`config.mk`:
```
export PLATFORM = sky130hd
export DESIGN_NAME = ibex_prefetch_queue
export DESIGN_NICKNAME = d
export VERILOG_FILES = /design/src/rtl/ibex_prefetch_queue.sv
export SDC_FILE = /design/constraint.sdc
export NUM_CORES = 1
export LEC_CHECK = 0
export BUFFER_PORTS_ARGS = -buffer_cell sky130_fd_sc_hd__buf_2
export CAP_MARGIN = 20
export CORE_MARGIN = 10
export CORE_UTILIZATION = 42
export DETAILED_ROUTE_END_ITERATION = 12
export GPL_TIMING_DRIVEN = 0
export PLACE_DENSITY = 0.69
export SLEW_MARGIN = 20
export SYNTH_ARGS = -nofsm -noshare
export SYNTH_HDL_FRONTEND = slang
export SYNTH_SLANG_ARGS = --single-unit
```
`constraint.sdc`:
```
create_clock -name clk_i -period 3.25 [get_ports clk_i]
set_clock_uncertainty 0.05 [all_clocks]
set_input_delay 0.1625 -clock clk_i [delete_from_list [all_inputs] [get_ports clk_i]]
set_output_delay 0.1625 -clock clk_i [all_outputs]
set_load 0.05 [all_outputs]
```
`src/rtl/ibex_prefetch_queue.sv`:
```
// ---------------------------------------------------------------------------
// ibex_prefetch_queue
//
// Instruction prefetch queue between the IF-stage control and the
// instruction-side bus. It issues word-aligned fetches with up to
// MAX_OUTSTANDING granted-but-unanswered requests and buffers responses in a
// DEPTH-entry FIFO. A branch flushes the FIFO, and any response still in
// flight for the old stream is counted as "discard" and dropped on arrival.
// An entry tagged with a bus or PMP error stops further fetching until the
// next branch.
//
// Ports:
//   clk_i, rst_ni      clock, asynchronous active-low reset
//   req_i              fetch enable (low stops new requests)
//   branch_i           redirect fetch to branch_addr_i (bit 0 ignored)
//   ready_i            consumer pops the head when valid_o & ready_i
//   valid_o            head entry available
//   rdata_o            head data; upper halfword moved down when addr_o[1]=1
//   addr_o             head address (halfword aligned)
//   err_o              head entry carries a fetch error
//   count_o            FIFO occupancy
//   instr_req_o        bus request (held stable until granted)
//   instr_addr_o       bus address, bits [1:0] always 0
//   instr_gnt_i        bus grant
//   instr_rvalid_i     bus response valid (responses return in order)
//   instr_rdata_i      bus response data
//   instr_err_i        bus response error
//   instr_pmp_err_i    PMP fault for the presented address, sampled at grant
//   busy_o             request raised or any request outstanding
// ---------------------------------------------------------------------------
module ibex_prefetch_queue #(
  parameter int DEPTH           = 4,
  parameter int MAX_OUTSTANDING = 2
) (
  input  logic                       clk_i,
  input  logic                       rst_ni,
  input  logic                       req_i,
  input  logic                       branch_i,
  input  logic [31:0]                branch_addr_i,
  input  logic                       ready_i,
  output logic                       valid_o,
  output logic [31:0]                rdata_o,
  output logic [31:0]                addr_o,
  output logic                       err_o,
  output logic [$clog2(DEPTH+1)-1:0] count_o,
  output logic                       instr_req_o,
  output logic [31:0]                instr_addr_o,
  input  logic                       instr_gnt_i,
  input  logic                       instr_rvalid_i,
  input  logic [31:0]                instr_rdata_i,
  input  logic                       instr_err_i,
  input  logic                       instr_pmp_err_i,
  output logic                       busy_o
);

  // Counter width (0..DEPTH), FIFO pointer width, PMP-flag pointer width.
  localparam int CW = $clog2(DEPTH + 1);
  localparam int AW = (DEPTH > 1) ? $clog2(DEPTH) : 1;
  localparam int PW = (MAX_OUTSTANDING > 1) ? $clog2(MAX_OUTSTANDING) : 1;
  // Width for the credit sum of three counters, each at most DEPTH.
  localparam int SW = CW + 2;

  // -------------------------------------------------------------------------
  // State
  // -------------------------------------------------------------------------
  logic          r_idle;
  logic          r_stopped;
  logic [31:0]   r_fetch_addr;
  logic [31:0]   r_head_addr;

  // A raised but not yet granted request is held here so that address and
  // request stay stable regardless of req_i, credit or branches.
  logic          r_pend;
  logic          r_pend_stale;
  logic [31:0]   r_pend_addr;

  logic [CW-1:0] r_outstanding;
  logic [CW-1:0] r_discard;
  logic [CW-1:0] r_count;

  logic [AW-1:0] r_wr_ptr;
  logic [AW-1:0] r_rd_ptr;
  logic [31:0]   r_fifo_data [DEPTH];
  logic          r_fifo_err  [DEPTH];

  logic          r_pmp_q [MAX_OUTSTANDING];
  logic [PW-1:0] r_pmp_wr;
  logic [PW-1:0] r_pmp_rd;

  // -------------------------------------------------------------------------
  // Pointer helpers (wrap explicitly so non-power-of-two sizes work)
  // -------------------------------------------------------------------------
  function automatic logic [AW-1:0] f_fifo_inc(input logic [AW-1:0] p);
    if (p == AW'(DEPTH - 1)) begin
      return '0;
    end
    return p + AW'(1);
  endfunction

  function automatic logic [PW-1:0] f_pmp_inc(input logic [PW-1:0] p);
    if (p == PW'(MAX_OUTSTANDING - 1)) begin
      return '0;
    end
    return p + PW'(1);
  endfunction

  // -------------------------------------------------------------------------
  // Request side
  // -------------------------------------------------------------------------
  logic [SW-1:0] w_credit_sum;
  logic          w_new_req;
  logic          w_req;
  logic [31:0]   w_req_addr;
  logic          w_gnt;
  logic          w_gnt_stale;

  // Discarded responses are counted on top of outstanding ones so a freshly
  // redirected stream cannot overrun the FIFO while stale data drains.
  assign w_credit_sum = SW'(r_outstanding) + SW'(r_count) + SW'(r_discard);

  assign w_new_req = req_i & ~r_idle & ~r_stopped
                   & (w_credit_sum < SW'(DEPTH))
                   & (r_outstanding < CW'(MAX_OUTSTANDING));

  assign w_req       = r_pend | w_new_req;
  assign w_req_addr  = r_pend ? r_pend_addr : r_fetch_addr;
  assign w_gnt       = w_req & instr_gnt_i;
  // A held request that survived a branch belongs to the old stream.
  assign w_gnt_stale = w_gnt & r_pend & r_pend_stale;

  assign instr_req_o  = w_req;
  assign instr_addr_o = w_req_addr;

  // -------------------------------------------------------------------------
  // Response side
  // -------------------------------------------------------------------------
  logic          w_rsp_pmp;
  logic          w_rsp_drop;
  logic          w_push;
  logic          w_push_err;
  logic          w_pop;
  logic [CW-1:0] w_out_next;
  logic [CW-1:0] w_discard_next;
  logic [CW-1:0] w_count_next;

  assign w_rsp_pmp  = r_pmp_q[r_pmp_rd];
  assign w_rsp_drop = instr_rvalid_i & (r_discard != '0);
  // Responses in a branch cycle are dropped; the branch also flushes.
  assign w_push     = instr_rvalid_i & ~branch_i & (r_discard == '0);
  assign w_push_err = instr_err_i | w_rsp_pmp;
  // Branch wins over a simultaneous pop.
  assign w_pop      = (r_count != '0) & ready_i & ~branch_i;

  assign w_out_next = r_outstanding + CW'(w_gnt) - CW'(instr_rvalid_i);

  // On a branch every request still unanswered after this cycle is stale,
  // including one granted in this very cycle.
  assign w_discard_next = branch_i ? w_out_next
                        : (r_discard + CW'(w_gnt_stale) - CW'(w_rsp_drop));

  assign w_count_next = branch_i ? '0
                      : (r_count + CW'(w_push) - CW'(w_pop));

  // -------------------------------------------------------------------------
  // Control registers
  // -------------------------------------------------------------------------
  always_ff @(posedge clk_i or negedge rst_ni) begin
    if (!rst_ni) begin
      r_idle        <= 1'b1;
      r_stopped     <= 1'b0;
      r_fetch_addr  <= '0;
      r_head_addr   <= '0;
      r_pend        <= 1'b0;
      r_pend_stale  <= 1'b0;
      r_pend_addr   <= '0;
      r_outstanding <= '0;
      r_discard     <= '0;
      r_count       <= '0;
      r_wr_ptr      <= '0;
      r_rd_ptr      <= '0;
      r_pmp_wr      <= '0;
      r_pmp_rd      <= '0;
    end else begin
      r_outstanding <= w_out_next;
      r_discard     <= w_discard_next;
      r_count       <= w_count_next;

      // Held request bookkeeping.
      if (w_req && !instr_gnt_i) begin
        r_pend       <= 1'b1;
        r_pend_addr  <= w_req_addr;
        r_pend_stale <= (r_pend & r_pend_stale) | branch_i;
      end else begin
        r_pend       <= 1'b0;
        r_pend_stale <= 1'b0;
      end

      // PMP flag queue tracks every granted request, stale or not.
      if (w_gnt) begin
        r_pmp_wr <= f_pmp_inc(r_pmp_wr);
      end
      if (instr_rvalid_i) begin
        r_pmp_rd <= f_pmp_inc(r_pmp_rd);
      end

      if (branch_i) begin
        r_idle       <= 1'b0;
        r_stopped    <= 1'b0;
        r_fetch_addr <= {branch_addr_i[31:2], 2'b00};
        r_head_addr  <= {branch_addr_i[31:1], 1'b0};
        r_rd_ptr     <= r_wr_ptr;
      end else begin
        if (w_gnt && !w_gnt_stale) begin
          r_fetch_addr <= r_fetch_addr + 32'd4;
        end
        if (w_push) begin
          r_wr_ptr <= f_fifo_inc(r_wr_ptr);
          if (w_push_err) begin
            r_stopped <= 1'b1;
          end
        end
        if (w_pop) begin
          r_rd_ptr    <= f_fifo_inc(r_rd_ptr);
          r_head_addr <= {r_head_addr[31:2] + 30'd1, 2'b00};
        end
      end
    end
  end

  // -------------------------------------------------------------------------
  // FIFO storage and PMP flag storage
  // -------------------------------------------------------------------------
  genvar gi;
  generate
    for (gi = 0; gi < DEPTH; gi++) begin : g_fifo
      always_ff @(posedge clk_i or negedge rst_ni) begin
        if (!rst_ni) begin
          r_fifo_data[gi] <= '0;
          r_fifo_err[gi]  <= 1'b0;
        end else if (w_push && (r_wr_ptr == AW'(gi))) begin
          r_fifo_data[gi] <= instr_rdata_i;
          r_fifo_err[gi]  <= w_push_err;
        end
      end
    end

    for (gi = 0; gi < MAX_OUTSTANDING; gi++) begin : g_pmp
      always_ff @(posedge clk_i or negedge rst_ni) begin
        if (!rst_ni) begin
          r_pmp_q[gi] <= 1'b0;
        end else if (w_gnt && (r_pmp_wr == PW'(gi))) begin
          r_pmp_q[gi] <= instr_pmp_err_i;
        end
      end
    end
  endgenerate

  // -------------------------------------------------------------------------
  // Outputs
  // -------------------------------------------------------------------------
  logic [31:0] w_head_data;
  logic        w_unused_addr_bit;

  assign w_head_data       = r_fifo_data[r_rd_ptr];
  // Bit 0 of the branch target never matters: instructions are halfwords.
  assign w_unused_addr_bit = branch_addr_i[0];

  assign valid_o = (r_count != '0);
  assign rdata_o = r_head_addr[1] ? {16'h0000, w_head_data[31:16]} : w_head_data;
  assign addr_o  = r_head_addr;
  assign err_o   = valid_o & r_fifo_err[r_rd_ptr];
  assign count_o = r_count;
  assign busy_o  = w_req | (r_outstanding != '0);

endmodule
```
# Word-level counts from Yosys, hierarchy flattened
# Cells that the tools add are included.
[totals] regBits=249 word_cells=133
[classes] magnitude_cmp=4 n_reduce_logical=21 n_mux=42 eq_ne=4 bitwise=24 n_addsub=14
[ops] cell="two-way mux 32 bit" n=8
[ops] cell="binary-select mux 32 bit (select 2 bit)" n=1
[ops] cell="adder 32 x 3 -> 32 bit (second input constant)" n=1
[ops] cell="adder 30 x 1 -> 30 bit (second input constant)" n=1
[ops] cell="two-way mux 1 bit" n=24
[ops] cell="AND 1 bit" n=14
[ops] cell="two-way mux 2 bit" n=6
[ops] cell="adder 3 x 1 -> 3 bit" n=3
[ops] cell="nonzero test 3 bit" n=3
[ops] cell="subtractor 3 x 1 -> 3 bit" n=3
[ops] cell="logical AND 1 bit" n=8
[ops] cell="nonzero test 2 bit" n=4
[ops] cell="== test 2 bit (second input constant)" n=3
[ops] cell="two-way mux 3 bit" n=2
[ops] cell="adder 4 x 3 -> 5 bit" n=1
[ops] cell="less-than comparator 5 x 3 -> 1 bit (second input constant)" n=1
[ops] cell="adder 2 x 1 -> 2 bit (second input constant)" n=2
[ops] cell="adder 3 x 3 -> 4 bit" n=1
[ops] cell="NOT 1 bit" n=4
[ops] cell="bitwise OR 1 bit" n=4
[ops] cell="AND reduction 2 bit" n=2
[ops] cell="greater-or-equal comparator 3 bit (second input constant)" n=1
[ops] cell="logical NOT 3 bit" n=1
[ops] cell="less-than comparator 3 x 2 -> 1 bit (second input constant)" n=1
[ops] cell="other kinds (8)" n=10

# Logic depth before layout (Yosys ltp)
# Gate-level depths: netlist of run 1.
[logic_depth] word_depth=13 mapped_depth=16 mapped_depth_nobuf=16

# Least setup slack after synthesis of run 1
# Ideal clock, no wire load.
[synth_path] path_kind="register to register" start="reg r_count[1] (netlist: count_o[1])" end="reg r_discard[2]" required_ns=3.064 stages_incl_launch_ff=17 n_path_buf=0 setup_time_ns=0.136 path_slack_ns=-1.000 arrival_ns=4.064 cell_sequence="dfrtp_1 > inv_1 > fa_1 > or2_2 > fa_1 > nor3b_1 > o32a_1 > a31o_2 > nand2_1 > ha_1 > inv_1 > ha_1 > inv_1 > fa_1 > xor2_1 > nand2_1 > o21ai_0"
[synth_via] word_cells_on_any_way=14 classes_between="6 x add/sub; 1 x order compare; 1 x mux; 6 x bitwise"
[synth_rtl] item="from (decl)" line_no="79" text="logic [CW-1:0] r_count;"
[synth_rtl] item="from (signal assigned)" line_no="186" text="r_count <= w_count_next;"
[synth_rtl] item="adder 3 x 3 -> 4 bit" line_no="119" text="assign w_credit_sum = SW'(r_outstanding) + SW'(r_count) + SW'(r_discard);"
[synth_rtl] item="adder 4 x 3 -> 5 bit" line_no="119"
[synth_rtl] item="less-than comparator 5 x 3 -> 1 bit" line_no="122" text="& (w_credit_sum < SW'(DEPTH))"
[synth_rtl] item="AND 1 bit" line_no="122"
[synth_rtl] item="AND 1 bit" line_no="123" text="& (r_outstanding < CW'(MAX_OUTSTANDING));"
[synth_rtl] item="bitwise OR 1 bit" line_no="125" text="assign w_req = r_pend | w_new_req;"
[synth_rtl] item="named net instr_req_o" line_no="46" text="output logic instr_req_o,"
[synth_rtl] item="AND 1 bit" line_no="127" text="assign w_gnt = w_req & instr_gnt_i;"
[synth_rtl] item="adder 3 x 1 -> 3 bit" line_no="154" text="assign w_out_next = r_outstanding + CW'(w_gnt) - CW'(instr_rvalid_i);"
[synth_rtl] item="subtractor 3 x 1 -> 3 bit" line_no="154"
[synth_rtl] item="named net w_out_next[2]" line_no="142" text="logic [CW-1:0] w_out_next;"
[synth_rtl] item="two-way mux 3 bit" line_no="158" text="assign w_discard_next = branch_i ? w_out_next"
[synth_rtl] item="named net w_discard_next[2]" line_no="143" text="logic [CW-1:0] w_discard_next;"
[synth_rtl] item="to (signal assigned)" line_no="185" text="r_discard <= w_discard_next;"
[synth_rtl] item="to (decl)" line_no="78" text="logic [CW-1:0] r_discard;"
# The timed path passes the listed nets, and every way through them passes these cells.
# A chain may end at the register's enable or synchronous reset.

# Final worst setup path of run 1
[layout_path] start="reg r_outstanding[1]" end="out busy_o"
[layout_via] elab_chain_cells=7 word_cells_on_any_way=9 classes_between="2 x add/sub; 2 x order compare; 4 x bitwise; 1 x reduce/logical"
[layout_rtl] item="from (decl)" line_no="77" text="logic [CW-1:0] r_outstanding;"
[layout_rtl] item="from (signal assigned)" line_no="184" text="r_outstanding <= w_out_next;"
[layout_rtl] item="adder 3 x 3 -> 4 bit" line_no="119"
[layout_rtl] item="adder 4 x 3 -> 5 bit" line_no="119"
[layout_rtl] item="less-than comparator 5 x 3 -> 1 bit" line_no="122"
[layout_rtl] item="AND 1 bit" line_no="122"
[layout_rtl] item="AND 1 bit" line_no="123"
[layout_rtl] item="bitwise OR 1 bit" line_no="125"
[layout_rtl] item="bitwise OR 1 bit *" line_no="273" text="assign busy_o = w_req | (r_outstanding != '0);"
[layout_rtl] item="to (decl)" line_no="53" text="output logic busy_o"
# Every way passes the cells marked *; elsewhere a longest branch is shown, timed or not.

==> results of run 1 <==
stage by stage:
step	hold WS (ns)	cells	instance area, µm²	setup slack (ns)	total power, mW
floorplan	-0.183	1000	12300	-0.323	9.52
global placement	0.362	1556	13700	-3.00	11.0
detailed placement	0.0134	1559	13800	-0.323	11.2
CTS	0.00411	1681	15500	-0.248	14.6
global route	0.0245	1685	15600	-0.312	15.4
finish	0.0172	1686	15600	-0.246	14.6
per-layer routing:
| layer | up-vias | wire length (µm) | GRT usage, % |
|---|---|---|---|
| met2 | 296 | 15800 | 28.8 |
| met4 | 0 | 1190 | 7.18 |
| met1 | 4601 | 15700 | 26.1 |
| met3 | 82 | 1910 | 3.19 |
| met5 | - | 0 | 0 |
| li1 | 4217 | - | - |
flip-flops by register name, summed over array words and instances (netlist names), 3 cells and up:
register       count
r_pend_addr       32
addr_o            31
r_fifo_err         4
r_outstanding      3
r_fifo_data      128
r_discard          3
r_fetch_addr      30
count_o            3
how the worst min path moves through the flow:
stage | from | end | slack [ns] | cells after the start
2_1_floorplan | rst_ni | addr_o[10] | -0.18 | 0
3_3_place_gp | instr_pmp_err_i | r_pmp_q[0] | 0.36 | 2
3_5_place_dp | rst_ni | addr_o[22] | 0.01 | 1
4_1_cts | branch_addr_i[5] | r_fetch_addr[5] | 0.004 | 3
5_1_grt | branch_addr_i[5] | r_fetch_addr[5] | 0.02 | 3
6_report | branch_addr_i[5] | r_fetch_addr[5] | 0.02 | 3
power by group:
part           total [mW]  internal, mW  switching (mW)  leakage [nW]
combinational        6.57          2.67            3.90          3.45
clock                3.18          1.94            1.24         0.449
sequential           4.87          4.20           0.666          3.08
total                14.6          8.81            5.81          6.98
layout by cell type (no fill, tap or decap), types with 5 or more instances in the layout:
cell type and n:
nor3_1 20, a21oi_1 28, buf_2 177, xor2_1 14, nand4_1 23, and2_1 10, xnor2_1 17, buf_4 15
mux2_1 29, a31oi_1 21, clkbuf_8 5, a311oi_1 5, nor2b_1 22, dlygate4sd3_1 66, dfrtp_1 243, nor4_1 6
clkbuf_16 27, clkbuf_1 47, or3_1 8, nand2_1 48, and3_1 9, o21ai_0 22, or4_1 9, mux2_2 173
nand3_1 22, clkinv_2 5, mux4_2 33, o31ai_1 9, nor2_1 50, o21a_1 6, inv_1 23, ha_1 14
layout make-up:
type / count / share of cell area, %
Buffer: 61 / 1.85
Sequential cell: 246 / 39.6
Multi-Input combinational cell: 664 / 37.8
Timing Repair Buffer: 251 / 11.0
Inverter: 28 / 0.708
Antenna cell: 3 / 0.0483
Tap cell: 384 / 3.09
Clock inverter: 12 / 1.09
Clock buffer: 37 / 4.84
logic make-up (layout without fill, tap and decap cells):
family / after synthesis / in the layout / synth area share (%)
buffers and inverters: 90 / 389 / 2.97
adders and majority gates: 22 / 22 / 2.61
DFF: 246 / 246 / 50.2
AOI/OAI and AO/OA: 114 / 114 / 5.88
other: 1 / 4 / 0.0305
muxes: 237 / 237 / 24.7
and+or+nand+nor: 259 / 259 / 11.4
xor gates and xnor gates: 31 / 31 / 2.21
worst max-delay path, cell delays in order (launching register included):
cell,delay (ns)
dfrtp_1,0.38
inv_1,0.12
fa_1,0.46
or2_4,0.25
fa_2,0.34
nor2b_4,0.13
o32a_1,0.20
a31o_4,0.26
or4_4,0.45
buf_8,0.17
what timing repair did:
item / 4_1_cts / 5_1_grt
gates cloned: 1 / 0
hold buffers: 66 / 0
pin swaps: 13 / 3
resized for setup: 19 / 14
setup buffers: 7 / 2
endpoints found under the hold margin: 292 / 0
setup endpoints to repair: 41 / 50
==> results.py, run 1 <==
metrics = {
    "run_status": {
        "failed_checks": "setup timing",
        "outcome": "complete, but fails checks",
    },
    "floorplan": {
        "initial_core_util_pct": 42.7,
        "dieArea_um2": 36500,
        "die_y_um": 191,
        "rows": 62,
        "core_um2": 28800,
        "io_pins": 176,
        "dieWidth_um": 191,
    },
    "job": {
        "drv_cap": 0,
    },
    "global_routing": {
        "antenna_found_initial": 3,
        "grt_pass1_wl_um": 54600,
        "grt_pass1_vias": 9639,
        "grt_max_degree": 87,
        "gr-total-overflow": 0,
        "track_usage_pct": 18.8,
    },
    "routing": {
        "drc": 0,
        "viasPerCell": 5.45,
        "wire_per_inst_um": 20.5,
        "drt_iter0_drc": 760,
        "drtAntennaViolNets": 0,
        "first_pass_iters": 6,
        "drt-total-wl_um": 34500,
        "dr_total_vias": 9196,
    },
    "worst_hold_path": {
        "hold_path_class": "input port to register",
    },
    "clocking": {
        "htree_levels": 1,
        "numCtsBuffers": 27,
        "clkSlewWorstSetupHoldPaths_ns": 0.06,
        "cts.sinks": 246,
        "cts_tree": "yes",
        "clock-root-buffer": "clkbuf_16",
        "clock_latency_ns": 0.53,
        "clockBufferDepth": 3,
    },
    "sta": {
        "min_period_ns": 3.50,
        "hold_viol_final": 0,
        "max_slew_margin_pct": 34.4,
        "drv_slew": 0,
        "tns_ns": -1.00,
        "setup_viol": 12,
        "fmax_ghz": 0.286,
        "finalCritPeriodShare_pct": 108,
        "setup_ws_ns": -0.246,
        "grt_setup_unrepaired": "yes",
        "tightest_slew_ns": 0.978,
    },
    "worst_setup_path": {
        "cp-start-kind": "register",
        "r2r-end": "r_discard[2]",
        "required_ns": 3.04,
        "crit_start": "r_outstanding[1]",
        "ff2ff_setup_slack_ns": -0.20,
        "r2r_cells": 15,
        "worstSetupPathType": "register to output pin",
        "crit_arrival_ns": 3.28,
        "worstPathMaxFanout": 4,
        "worstSetupEndpointType": "output pin",
        "reg2reg_from": "r_outstanding[1]",
        "endpoint": "busy_o",
    },
    "logic_synthesis": {
        "synth_common_cells": "dfrtp_1 (245), mux2_2 (173), nor2_1 (50)",
        "synth-seq-cells": 246,
        "avgSynthCellArea_um2": 12.3,
        "async_flop_share_pct": 100,
        "syn_nets": 1095,
        "synth_edf_count": 0,
        "synth.distinct_cells": 59,
        "yosysSeqAreaShare_pct": 50.2,
        "synthCells": 1000,
        "synth_top_cell_area_share_pct": 49.9,
        "synth_top_area_cell": "dfrtp_1",
        "ys_warn_count": 0,
        "synth_ff_type": "dfrtp_1",
        "synth_area_um2": 12300,
        "synth.most_common_cell": "dfrtp_1",
        "synthTopCellsByArea": "dfrtp_1 (50%), mux2_2 (16%), mux4_2 (6.1%)",
    },
    "layout": {
        "num-nets-final": 1374,
        "num-fill-cells": 2421,
        "fin_util_pct": 54.0,
        "area_delta_synth_final_pct": 26.7,
        "drive_gt1_share_pct": 37.6,
        "seq_area_um2": 6160,
        "multi_input_area_um2": 5880,
    },
    "placement": {
        "hpwl_um": 24800,
        "place_congestion": 0.919,
        "port_buffers": 172,
    },
    "power": {
        "p_leak_nw": 6.98,
        "power_density_nw_per_um2": 940,
        "ir_worst_vdd_uv": 632,
    },
}
(Power assumes the default switching activity.)
==> run 2: changes to the inputs <==
--- a/config.mk
+++ b/config.mk
@@ -12,6 +12,7 @@
 export DETAILED_ROUTE_END_ITERATION = 12
 export GPL_TIMING_DRIVEN = 0
 export PLACE_DENSITY = 0.69
+export RECOVER_POWER = 50
 export SLEW_MARGIN = 20
 export SYNTH_ARGS = -nofsm -noshare
 export SYNTH_HDL_FRONTEND = slang
==> run 2 against run 1 <==
Effect of this change: the flow finishes with violations (capacitance limit, slew limit, setup timing); worst setup slack about the same; core utilization decreased by 0.30 points; power fell by 0.19%; global-route usage did not move; sequential power is essentially flat; register-to-register slack is essentially flat; fmax about the same; sequential share of layout area is 0.22 points higher; final cell count unchanged; combinational power hardly changed; largest cell class unchanged; highest routed layer unchanged.
==> results.py, run 2 (synthesis gave the netlist of run 1 again) <==
metrics = {
    "job": {
        "drv_cap": 1,
    },
    "worst_setup_path": {
        "crit_arrival_ns": 3.28,
        "ff2ff_setup_slack_ns": -0.20,
        "crit_slowest_cell": "fa_1",
        "cp_top_family": "simple AND/OR/NAND/NOR gates",
        "worstSetupPathType": "register to output pin",
        "worstSetupEndpointType": "output pin",
        "r2r_cells": 15,
        "crit_chain": "inv_1, fa_1, or2_4, fa_2, nor2b_4, o32a_1, a31o_4, or4_4, buf_8",
        "max_stage_delay_ns": 0.46,
        "worstPathMaxFanout": 4,
        "cp-start-kind": "register",
        "required_ns": 3.04,
        "reg2reg_from": "r_outstanding[1]",
        "worstPathBufferInverterCount": 2,
        "r2r-end": "r_discard[2]",
    },
    "layout": {
        "seq_area_um2": 6160,
        "multi_input_area_um2": 5880,
        "finalNonFillerCells": 1686,
        "largest_reg_flops": 128,
        "area_delta_synth_final_pct": 26.0,
        "num-fill-cells": 2443,
        "layout_commonest_cell": "dfrtp_1",
        "num-nets-final": 1374,
        "largest_register": "r_fifo_data",
        "final_cell_mix": "dfrtp_1 (243), mux2_2 (173), buf_2 (143)",
        "drive_gt1_share_pct": 34.8,
    },
    "power": {
        "p_leak_nw": 6.87,
        "ir_worst_vdd_uv": 631,
        "power_density_nw_per_um2": 943,
        "total_power_mw": 14.6,
    },
    "placement": {
        "port_buffers": 172,
        "place_congestion": 0.919,
        "dp_cells": 1559,
        "hpwl_um": 24800,
    },
    "worst_hold_path": {
        "whs_path_depth": 3,
        "hold_path_class": "input port to register",
        "hold_end": "r_fetch_addr[5]",
        "hold_start": "branch_addr_i[5]",
    },
    "global_routing": {
        "track_usage_pct": 18.8,
        "gr-total-overflow": 0,
        "antenna_found_initial": 3,
        "grt_pass1_vias": 9639,
        "grt_pass1_wl_um": 54600,
        "grt_max_degree": 87,
    },
    "clocking": {
        "cts.sinks": 246,
        "numCtsBuffers": 27,
        "htree_levels": 1,
        "clock-root-buffer": "clkbuf_16",
        "clkSlewWorstSetupHoldPaths_ns": 0.06,
        "clock_latency_ns": 0.53,
        "cts_tree": "yes",
        "clockBufferDepth": 3,
    },
    "floorplan": {
        "initial_core_util_pct": 42.7,
        "die_y_um": 191,
        "io_pins": 176,
        "dieWidth_um": 191,
        "core_um2": 28800,
        "rows": 62,
        "dieArea_um2": 36500,
    },
    "routing": {
        "viasPerCell": 5.49,
        "wire_per_inst_um": 20.5,
        "drc": 0,
        "drtAntennaViolNets": 0,
        "first_pass_iters": 6,
        "dr_total_vias": 9254,
        "drt-total-wl_um": 34600,
        "drt_iter0_drc": 746,
    },
    "sta": {
        "finalCritPeriodShare_pct": 108,
        "tightest_slew_ns": 2.30,
        "min_period_ns": 3.50,
        "grt_setup_unrepaired": "yes",
        "hold_slack_ns": 0.0163,
        "setup_viol": 12,
        "hold_viol_final": 0,
        "drv_slew": 38,
        "max_slew_margin_pct": -53.1,
        "setup_ws_ns": -0.245,
        "fmax_ghz": 0.286,
    },
    "run_status": {
        "outcome": "complete, but fails checks",
        "failed_checks": "capacitance limit, slew limit, setup timing",
    },
}
## run 2: cell count changes in the layout (fill, tap and decap cells not counted), sizes merged
cell / change
clkbuf: +36
buf: -36
## run 2: cell type report
type / instances / share of cell area (%)
Inverter: 28 / 0.712
Sequential cell: 246 / 39.8
Tap cell: 384 / 3.11
Clock buffer: 37 / 4.87
Antenna cell: 3 / 0.0485
Multi-Input combinational cell: 664 / 38.0
Clock inverter: 12 / 1.09
Buffer: 61 / 1.86
Timing Repair Buffer: 251 / 10.5
## run 2: where the power goes
part / total [mW] / switching [mW] / internal [mW] / leakage (nW)
Clock: 3.17 / 1.24 / 1.94 / 0.449
Combinational: 6.54 / 3.90 / 2.64 / 3.34
Sequential: 4.87 / 0.670 / 4.20 / 3.08
## run 2: worst max-delay path by stage
stage	cells past startpoint	startpoint	slack (ns)	to
after CTS	9	count_o[1]	-0.25	busy_o
after floorplan	15	count_o[1]	-0.32	r_discard[2]
after global placement	1	rst_ni	-3.00	count_o[1]
after global routing	9	count_o[1]	-0.31	busy_o
final	9	r_outstanding[1]	-0.25	busy_o
after detailed placement	11	r_discard[1]	-0.32	r_fetch_addr[30]
## run 2: stage by stage
step | instance area (µm²) | worst slack, ns | setup TNS (ns) | utilization, %
2_1_floorplan | 12300 | -0.323 | -1.15 | -
3_3_place_gp | 13700 | -3.00 | -627.13 | 47.5
3_5_place_dp | 13800 | -0.323 | -5.36 | 47.9
4_1_cts | 15500 | -0.248 | -0.792 | 53.8
5_1_grt | 15500 | -0.312 | -2.16 | 53.7
6_report | 15500 | -0.245 | -1.00 | 53.7
## run 2: timing repair
| action | CTS | global route |
|---|---|---|
| gates cloned | 1 | 0 |
| pin swaps | 13 | 3 |
| endpoints found under the setup margin | 41 | 50 |
| hold endpoints to repair | 292 | 0 |
| buffers inserted | 7 | 2 |
| hold buffers | 66 | 0 |
| resized for setup | 19 | 14 |
## run 2: layer usage
layer / GRT usage [%] / wire length, µm / up-vias
met2: 28.8 / 15800 / 322
met5: 0 / 0 / -
met3: 3.19 / 1790 / 91
met1: 26.1 / 15800 / 4613
li1: - / - / 4228
met4: 7.18 / 1180 / 0
## run 2: worst min-delay path, cell delays in order
cell and delay, ns:
buf_2 0.10, nand2b_1 0.15, o31a_1 0.15
==> run 3: changes to the inputs <==
--- a/config.mk
+++ b/config.mk
@@ -7,11 +7,13 @@
 export LEC_CHECK = 0
 export BUFFER_PORTS_ARGS = -buffer_cell sky130_fd_sc_hd__buf_2
 export CAP_MARGIN = 20
-export CORE_MARGIN = 10
+export CELL_PAD_IN_SITES_DETAIL_PLACEMENT = 1
+export CELL_PAD_IN_SITES_GLOBAL_PLACEMENT = 2
+export CORE_MARGIN = 4
 export CORE_UTILIZATION = 42
 export DETAILED_ROUTE_END_ITERATION = 12
 export GPL_TIMING_DRIVEN = 0
-export PLACE_DENSITY = 0.69
+export PLACE_DENSITY = 0.91
 export RECOVER_POWER = 50
 export SLEW_MARGIN = 20
 export SYNTH_ARGS = -nofsm -noshare
==> constraint.sdc (replaced) <==
create_clock -name clk_i -period 4.2 [get_ports clk_i]
set_clock_uncertainty 0.05 [all_clocks]
set_input_delay 0.21 -clock clk_i [delete_from_list [all_inputs] [get_ports clk_i]]
set_output_delay 0.21 -clock clk_i [all_outputs]
set_load 0.05 [all_outputs]
==> run 3 against run 2 <==
Effect of this change: register-to-register slack better by 0.46 ns; power down 23%; flip-flop and latch count unchanged; combinational power down 25%; the run ends with capacitance limit, slew limit left; sequential power shrank 21%; first-iteration DRC count shrank 1.9%; final cell count decreased by 0.36%; highest routed layer is now met5; wire length increased by 12%.
==> results.py, run 3 (synthesis gave the netlist of run 1 again) <==
metrics = {
    "routing": {
        "viasPerCell": 5.63,
        "drt_iter0_drc": 732,
        "first_pass_iters": 5,
        "drt-total-wl_um": 38900,
        "drtAntennaViolNets": 0,
        "drc": 0,
        "dr_total_vias": 9461,
        "wire_per_inst_um": 23.1,
    },
    "placement": {
        "port_buffers": 172,
        "post-place-ws_ns": 0.186,
        "place_congestion": 0.886,
        "hpwl_um": 26000,
    },
    "clocking": {
        "cts_tree": "yes",
        "clockBufferDepth": 3,
        "clock-root-buffer": "clkbuf_16",
        "numCtsBuffers": 28,
        "postCtsSetupRepairBufs": 0,
        "clkSlewWorstSetupHoldPaths_ns": 0.06,
        "clock_latency_ns": 0.54,
        "htree_levels": 1,
        "cts.sinks": 246,
    },
    "layout": {
        "num-fill-cells": 3019,
        "largest_register": "r_fifo_data",
        "layout_commonest_cell": "dfrtp_1",
        "final_cell_mix": "dfrtp_1 (244), mux2_2 (173), buf_2 (146)",
        "area_delta_synth_final_pct": 23.7,
        "largest_reg_flops": 128,
        "fin_util_pct": 52.8,
        "drive_gt1_share_pct": 32.0,
        "num-nets-final": 1365,
    },
    "sta": {
        "tightest_slew_ns": 2.15,
        "fmax_ghz": 0.254,
        "max_slew_margin_pct": -43.1,
        "drv_slew": 82,
        "finalCritPeriodShare_pct": 93.8,
        "grt_setup_unrepaired": "no",
        "hold_viol_final": 0,
        "setup_viol": 0,
        "setup_ws_ns": 0.260,
        "min_period_ns": 3.94,
    },
    "power": {
        "p_leak_nw": 6.75,
        "total_power_mw": 11.2,
        "power_density_nw_per_um2": 737,
        "ir_worst_vdd_uv": 397,
    },
    "worst_setup_path": {
        "required_ns": 4.53,
        "reg2reg_from": "count_o[1]",
        "crit_start": "count_o[1]",
        "worstSetupPathType": "register to register",
        "crit_arrival_ns": 4.27,
        "cp-start-kind": "register",
        "worstSetupEndpointType": "register",
        "worstPathMaxFanout": 6,
    },
    "global_routing": {
        "grt_pass1_vias": 10200,
        "grt_max_degree": 91,
        "antenna_found_initial": 5,
        "gr-total-overflow": 0,
        "track_usage_pct": 24.3,
        "grt_pass1_wl_um": 60100,
    },
    "floorplan": {
        "dieWidth_um": 179,
        "initial_core_util_pct": 42.7,
        "io_pins": 176,
        "core_um2": 28800,
        "dieArea_um2": 32000,
        "die_y_um": 179,
        "rows": 62,
    },
    "run_status": {
        "outcome": "complete, but fails checks",
        "failed_checks": "capacitance limit, slew limit",
    },
    "worst_hold_path": {
        "hold_path_class": "input port to register",
        "hold_start": "branch_addr_i[5]",
    },
    "job": {
        "drv_cap": 1,
    },
}
-- run 3: changes by cell type in the layout (fill, tap and decap cells not counted), sizes merged --
cell	previous run	this run
clkinv	5	4
inv	29	28
buf	166	152
clkinvlp	2	1
bufinv	4	1
diode	3	4
clkbuf	117	130
-- run 3: critical path, stage by stage (launching register included) --
cell and delay [ns]:
dfrtp_2 0.42, inv_2 0.07, fa_1 0.48, or2_2 0.32, fa_1 0.39, nor3b_1 0.22
o32a_1 0.26, a31o_2 0.24, nand2_1 0.10, ha_1 0.28, inv_1 0.06, ha_1 0.13
inv_1 0.05, fa_1 0.38, xor2_1 0.17, nand2_1 0.07, o21ai_0 0.10
-- run 3: layout make-up --
class	instances	area (µm²)	area share (%)
inverters	28	105	0.692
multi-input cells	664	5760	37.9
repair buffers	240	1510	9.96
flip-flops and latches	246	6160	40.6
well taps	384	480	3.16
plain buffers	62	256	1.69
diodes	4	10.0	0.0659
clock buffers	46	850	5.59
clock inverters	6	57.6	0.379
-- run 3: timing repair --
action                     in CTS  in global routing
setup endpoints to repair       0                  1
hold buffers                   66                  0
hold endpoints to repair      266                  0
gates resized for setup         0                  1
-- run 3: stage by stage --
step                      TNS, ns  hold WS, ns  instances  cell area, µm²
after floorplan                 0       -0.136       1000           12300
after global placement    -405.92        0.401       1556           13600
after detailed placement        0        0.195       1558           13700
after CTS                       0       0.0218       1676           15300
after global routing            0       0.0537       1680           15200
final                           0       0.0313       1680           15200
-- run 3: layer usage --
layer / share of wire, % / GRT usage (%) / up-vias
li1: - / - / 4207
met1: 41 / 31.4 / 4810
met2: 49 / 40.6 / 343
met3: 5.5 / 4.15 / 99
met4: 3.9 / 10.1 / 2
met5: 0.041 / 0 / -
-- run 3: power breakdown --
| group | switching [mW] | internal [mW] |
|---|---|---|
| logic | 3.02 | 1.88 |
| registers | 0.601 | 3.25 |
| clock network | 0.997 | 1.43 |
-- run 3: path summary, 6_finish.rpt --
| path | to | slack (ns) | cells after the start |
|---|---|---|---|
| min in group asynchronous | r_fifo_data[57] | 0.77 | 2 |
| hold reg to reg | r_pend_addr[22] | 0.43 | 1 |
| hold / removal | r_fetch_addr[5] | 0.03 | 3 |
| max in group asynchronous | r_fifo_data[65] | 0.88 | 4 |
| setup / recovery | r_discard[2] | 0.26 | 16 |
| setup reg to reg | r_discard[2] | 0.26 | 16 |
